--- src/rtl/bin_to_bcd.sv ---
// Sequential binary-to-BCD converter using double dabble, one bit per clock.
// Optional macro BIN_TO_BCD_SAT_EN clamps overflowing results to 99_999_999.
module bin_to_bcd #(
    parameter int BIN_W = 27
) (
    input  logic             clk_50mhz,
    input  logic             rst_n,
    input  logic             start,
    input  logic [BIN_W-1:0] bin,
    output logic             busy,
    output logic             done,
    output logic [31:0]      bcd,
    output logic             ovf
);

    localparam int CNT_W = $clog2(BIN_W + 1);

    localparam logic [1:0] IDLE  = 2'd0;
    localparam logic [1:0] SHIFT = 2'd1;
    localparam logic [1:0] DONE  = 2'd2;

    localparam logic [31:0] BCD_MAX = 32'd99_999_999;

    logic [1:0]       state;
    logic [BIN_W-1:0] shift_reg;
    logic [31:0]      acc;
    logic [31:0]      acc_adj;
    logic [CNT_W-1:0] cnt;
    logic             ovf_pend;
    logic [31:0]      bin_ext;

    assign bin_ext = 32'(bin);

    // Nibbles >= 5 get +3 so the following shift carries correctly into the next digit.
    always_comb begin
        acc_adj = acc;
        for (int i = 0; i < 8; i++) begin
            if (acc[4*i +: 4] >= 4'd5) begin
                acc_adj[4*i +: 4] = acc[4*i +: 4] + 4'd3;
            end
        end
    end

    always_ff @(posedge clk_50mhz) begin
        if (!rst_n) begin
            state     <= IDLE;
            busy      <= 1'b0;
            done      <= 1'b0;
            bcd       <= 32'h0;
            ovf       <= 1'b0;
            cnt       <= '0;
            shift_reg <= '0;
            acc       <= 32'h0;
            ovf_pend  <= 1'b0;
        end else begin
            done <= 1'b0;
            case (state)
                IDLE: begin
                    if (start) begin
                        shift_reg <= bin;
                        acc       <= 32'h0;
                        cnt       <= CNT_W'(BIN_W);
                        ovf_pend  <= (bin_ext > BCD_MAX);
                        busy      <= 1'b1;
                        state     <= SHIFT;
                    end
                end
                SHIFT: begin
                    // The top accumulator bit falls off here, giving a result modulo 10^8.
                    acc       <= {acc_adj[30:0], shift_reg[BIN_W-1]};
                    shift_reg <= {shift_reg[BIN_W-2:0], 1'b0};
                    cnt       <= cnt - CNT_W'(1);
                    if (cnt == CNT_W'(1)) begin
                        state <= DONE;
                    end
                end
                DONE: begin
`ifdef BIN_TO_BCD_SAT_EN
                    bcd <= ovf_pend ? 32'h9999_9999 : acc;
`else
                    bcd <= acc;
`endif
                    ovf   <= ovf_pend;
                    done  <= 1'b1;
                    busy  <= 1'b0;
                    state <= IDLE;
                end
                default: begin
                    busy  <= 1'b0;
                    state <= IDLE;
                end
            endcase
        end
    end

endmodule

--- config.mk ---
export PLATFORM = sky130hd
export DESIGN_NAME = bin_to_bcd
export DESIGN_NICKNAME = d
export VERILOG_FILES = /design/src/rtl/bin_to_bcd.sv
export SDC_FILE = /design/constraint.sdc
export NUM_CORES = 1
export LEC_CHECK = 0
export BUFFER_PORTS_ARGS = -buffer_cell sky130_fd_sc_hd__clkbuf_2
export CAP_MARGIN = 20
export CORE_ASPECT_RATIO = 2
export CORE_MARGIN = 2
export CORE_UTILIZATION = 45
export CTS_BUF_LIST = sky130_fd_sc_hd__clkbuf_16
export DETAILED_ROUTE_END_ITERATION = 10
export PLACE_DENSITY = 0.74
export RECOVER_POWER = 25
export SKIP_CTS_REPAIR_TIMING = 1
export SYNTH_ARGS = -nofsm -noshare
export SYNTH_HDL_FRONTEND = slang
export SYNTH_SLANG_ARGS = --single-unit
--- constraint.sdc ---
create_clock -name clk_50mhz -period 1.5 [get_ports clk_50mhz]
set_clock_uncertainty 0.1 [all_clocks]
set_input_delay 0.075 -clock clk_50mhz [delete_from_list [all_inputs] [get_ports clk_50mhz]]
set_output_delay 0.075 -clock clk_50mhz [all_outputs]
set_load 0.005 [all_outputs]
# After elaboration in Yosys (flattened, before gate mapping)
# Cells that the tools add are included.
dict set report word_totals {
  register_bits 102
  output_inout_bits 35
  word_cells 59
}
dict set report classes {
  n_mux 20
  eq_ne 5
  magnitude_cmp 9
  n_reduce_logical 6
  n_addsub 9
  n_bitwise 1
}
# operator n
set ops {}
lappend ops {{one-hot mux 32 bit (2 select lines)} 1}
lappend ops {{one-hot mux 27 bit (2 select lines)} 1}
lappend ops {{greater-or-equal comparator 4 x 3 -> 1 bit, second input constant} 8}
lappend ops {{two-way mux 32 bit} 1}
lappend ops {{adder 4 x 2 -> 4 bit, second input constant} 7}
lappend ops {{two-way mux 4 bit} 7}
lappend ops {{> comparator 27 bit, second input constant} 1}
lappend ops {{two-way mux 27 bit} 1}
lappend ops {{one-hot mux 5 bit (2 select lines)} 1}
lappend ops {{AND reduction 2 bit} 4}
lappend ops {{== test 5 x 1 -> 1 bit, second input constant} 1}
lappend ops {{two-way mux 5 bit} 1}
lappend ops {{subtractor 5 x 1 -> 5 bit, second input constant} 1}
lappend ops {{two-way mux 2 bit} 2}
lappend ops {{!= test 2 bit, second input constant} 2}
lappend ops {{one-hot mux 2 bit (2 select lines)} 1}
lappend ops {{adder 3 x 2 -> 3 bit, second input constant} 1}
lappend ops {{two-way mux 3 bit} 1}
lappend ops {{== test 2 x 1 -> 1 bit, second input constant} 1}
lappend ops {{== test 2 bit, second input constant} 1}
lappend ops {{logical NOT 2 bit} 1}
lappend ops {{two-way mux 1 bit} 2}
lappend ops {{one-hot mux 1 bit (2 select lines)} 1}
lappend ops {{nonzero test 2 bit} 1}
lappend ops {{inverter 1 bit} 1}

# Depth between registers and ports, before layout
dict set report depth {
  depth_word 3
  mapped_depth 6
  ltp_nobuf 6
}

# Least setup slack after synthesis
# OpenSTA, ideal clock, no wires.
dict set report synth_timing {
  kind {reg2reg}
  startpoint {register acc[25]}
  endpoint {register acc[26]}
  setup_time_ns 0.075
  path_slack_ns -0.057
  path_stages_with_launch 7
  n_path_buf 0
  arrival_time_ns 1.383
  path_cell_list {dfxtp_1 > inv_1 > ha_1 > nand2b_1 > a21oi_1 > mux2_2 > o21ai_0}
}
dict set report synth_between {
  elab_chain_len 3
}
# item line_no
set synth_lines {}
lappend synth_lines {{from (decl)} 26} ;# logic [31:0] acc;
lappend synth_lines {{from (signal assigned)} 70} ;# acc <= {acc_adj[30:0], shift_reg[BIN_W-1]};
lappend synth_lines {{adder 4 x 2 -> 4 bit or greater-or-equal comparator 4 x 3 -> 1 bit (tied branches)} {39, 38}}
lappend synth_lines {{two-way mux 4 bit (*)} 38} ;# if (acc[4*i +: 4] >= 4'd5) begin
lappend synth_lines {{one-hot mux 32 bit (2 select lines) (*)} 57} ;# case (state)
# Mark *: on every way between the ends. The rest lies on a longest branch, timed or not.
# A chain may end at the register's enable or synchronous reset.

# Final worst setup path
dict set report layout_timing {
  startpoint {register acc[13]}
  endpoint {register acc[14]}
}
# The elaborated chain is that of the path after synthesis.

==> flow_summary.yaml <==
run_status:
  outcome: "completed"
sta:
  max_freq_mhz: 679
  period_minus_slack_ps: 1470
  setup_viol: 0
  layout_setup_ws_ps: 26.2
  fin_crit_sh: 0.983
  slew_headroom: 0.751
  whs_ps: 18.0
  rsz0062_at_grt: "yes"
  tightest_slew_ps: 371
  hold_viol_final: 0
  maxSlewViolCount: 0
cells_and_area:
  fillCellCount: 828
  nNetsFinal: 662
  drive_gt1_frac: 0.310
  fin_util: 0.613
  fin_area_um2: 5910
  syn_to_final_growth_pct: 33.8
  antenna_cells: 0
  layoutNonFillerInstCount: 751
worst_setup_path:
  crit_path_max_incr_delay_ps: 330
  arrival_ps: 1660
  crit_buf_inv: 1
  cp-start-kind: "flip-flop"
  worstPathCellList: "inv_2 > ha_1 > nand2b_1 > a21oi_2 > mux2_4 > o21ai_1"
  path_class: "flip-flop to flip-flop"
  cp_max_fo: 4
  cp.required_ps: 1690
  cpLargestDelayFamily: "flip-flops"
  end_kind: "flip-flop"
  crit_slowest_cell: "dfxtp_2"
synthesis:
  yosys.area.top_type: "dfxtp_1"
  yosysTopAreaCellShare: 0.462
  yosysUniqueCellTypes: 45
  synth_area_per_cell_um2: 8.85
  synth_area_leaders: "dfxtp_1 (46%), a21oi_1 (6.9%), nand2_1 (6.8%)"
  synth_edf_count: 0
  synth_area_um2: 4420
  ys_seq_area_frac: 0.462
  async_flop_share: 0
  yosysWarnings: 0
  synth-seq-cells: 102
  netlist_instances: 499
  synth_flop_cell: "dfxtp_1"
  syn_nets: 547
flow_run:
  cap_violations: 0
clock_network:
  clock_latency_ps: 350
  clock-sinks: 102
  cts_tree: "yes"
  cts_buffers: 9
  path_clk_slew_ps: 70
  cts-root-buf: "clkbuf_16"
  ctsLongestPathBuffers: 2
  h-tree-depth: 3
die:
  std_cell_rows: 51
  core-area_um2: 9640
  die_y_um: 144
  io-pin-count: 65
  die_area_um2: 10700
  start_util: 0.458
  die_w_um: 74.1
route:
  first_iter_violations: 256
  num_vias: 4128
  drtPass1Iterations: 5
  drc_errors: 0
  vias_per_cell: 5.50
  wl_per_cell_um: 15.7
  wl_um: 11800
  ant_nets: 0
placed_design:
  io_buffer_count: 64
  placed_cells: 720
  placed_area_um2: 5240
  dp_slack_ps: -79.5
  hpwlAfterDp_um: 7930
  place_congestion: 0.856
global_routing:
  grt_pass1_vias: 4115
  grt_use_total: 0.222
  grt_overflow: 0
  antenna_found_initial: 0
  grt_pass1_wl_um: 18400
  grt_max_degree: 35
power:
  power_leakage_nw: 2.35
  powerDensity_nw_per_um2: 1030
  peakVddDrop_mv: 0.785
worst_hold_path:
  hp-class: "input port to flip-flop"
placed cells by master, fill, tap and decap left out, types with 3 or more instances in the layout:
| master | instances |
|---|---|
| o221ai_1 | 3 |
| buf_12 | 4 |
| o32ai_1 | 7 |
| inv_2 | 15 |
| a21oi_4 | 4 |
| o21ai_2 | 6 |
| o2bb2ai_1 | 12 |
| clkbuf_16 | 10 |
| clkbuf_2 | 43 |
| o31ai_1 | 7 |
| o21ai_0 | 29 |
| o22ai_1 | 8 |
| ha_2 | 7 |
| ha_1 | 10 |
| nand3_1 | 3 |
| mux2_4 | 7 |
| xnor2_1 | 7 |
| inv_1 | 17 |
| nor3_1 | 3 |
| clkbuf_1 | 21 |
| dlygate4sd3_1 | 11 |
| dfxtp_1 | 87 |
| buf_6 | 3 |
| dfxtp_2 | 13 |
| xor2_1 | 7 |
| a21oi_2 | 4 |
| nand2b_4 | 7 |
| nor2_1 | 19 |
| buf_4 | 50 |
| a32o_1 | 8 |
| or3_1 | 4 |
| a222oi_1 | 10 |
| nand2_1 | 79 |
| a21oi_1 | 53 |
through the flow:
step                setup TNS, ps  power, mW
floorplan                  -0.158       3.35
global placement            -2.39       3.58
detailed placement           -829       3.61
CTS                         -1530       6.06
global route                 -200       6.32
finish                          0       6.09
Yosys cell counts, drive strengths merged (3+ instances only):
cell / count
nand2: 81
o32ai: 7
mux2: 8
ha: 18
o2bb2ai: 12
o31ai: 9
o21ai: 36
xnor2: 8
dfxtp: 102
nand3: 3
nor2: 21
or3: 4
a222oi: 10
a21oi: 61
a32o: 8
clkbuf: 11
o22ai: 8
buf: 18
nand2b: 9
inv: 32
nor3: 3
o221ai: 3
xor2: 7
worst paths after layout:
check	startpoint	to	slack (ps)	cells after the start
setup reg to reg	acc[13]	acc[14]	30	6
hold reg to reg	bcd[28]	bcd[28]	350	2
setup / recovery	acc[13]	acc[14]	30	6
hold / removal	bin[23]	shift_reg[23]	20	4
layout make-up:
class / count / area [µm²] / area share
clock inverter: 7 / 88.8 / 0.0150
sequential: 102 / 2070 / 0.350
tap: 132 / 165 / 0.0279
inverter: 32 / 120 / 0.0203
timing repair buffer: 133 / 918 / 0.155
clock buffer: 9 / 225 / 0.0381
multi-input combinational: 336 / 2330 / 0.394
logic make-up after synthesis:
| logic type | count (synthesis) | synth area share |
|---|---|---|
| AOI/OAI and AO/OA | 164 | 0.242 |
| xor gates and xnor gates | 15 | 0.0297 |
| adders and majority gates | 18 | 0.0510 |
| buffers and inverters | 61 | 0.0603 |
| DFF | 102 | 0.462 |
| muxes | 10 | 0.0249 |
| and+or+nand+nor | 129 | 0.130 |
metal layers:
metal | track usage | share of wire | vias up
met2 | 0.414 | 0.56 | 127
met5 | 0 | 0 | -
li1 | - | - | 2012
met3 | 0.0321 | 0.036 | 43
met4 | 0.146 | 0.049 | 0
met1 | 0.216 | 0.36 | 1946
worst register-to-register path, cell delays in order (launching register included):
cell and delay, ps:
dfxtp_2 330, inv_2 50, ha_1 160, nand2b_1 150, a21oi_2 190, mux2_4 320
o21ai_1 110
power by group:
| part | internal [mW] | switching, mW |
|---|---|---|
| Clock | 1.45 | 1.00 |
| Sequential | 2.83 | 0.0924 |
| Combinational | 0.318 | 0.395 |
Power figures use the tool's default switching activity.
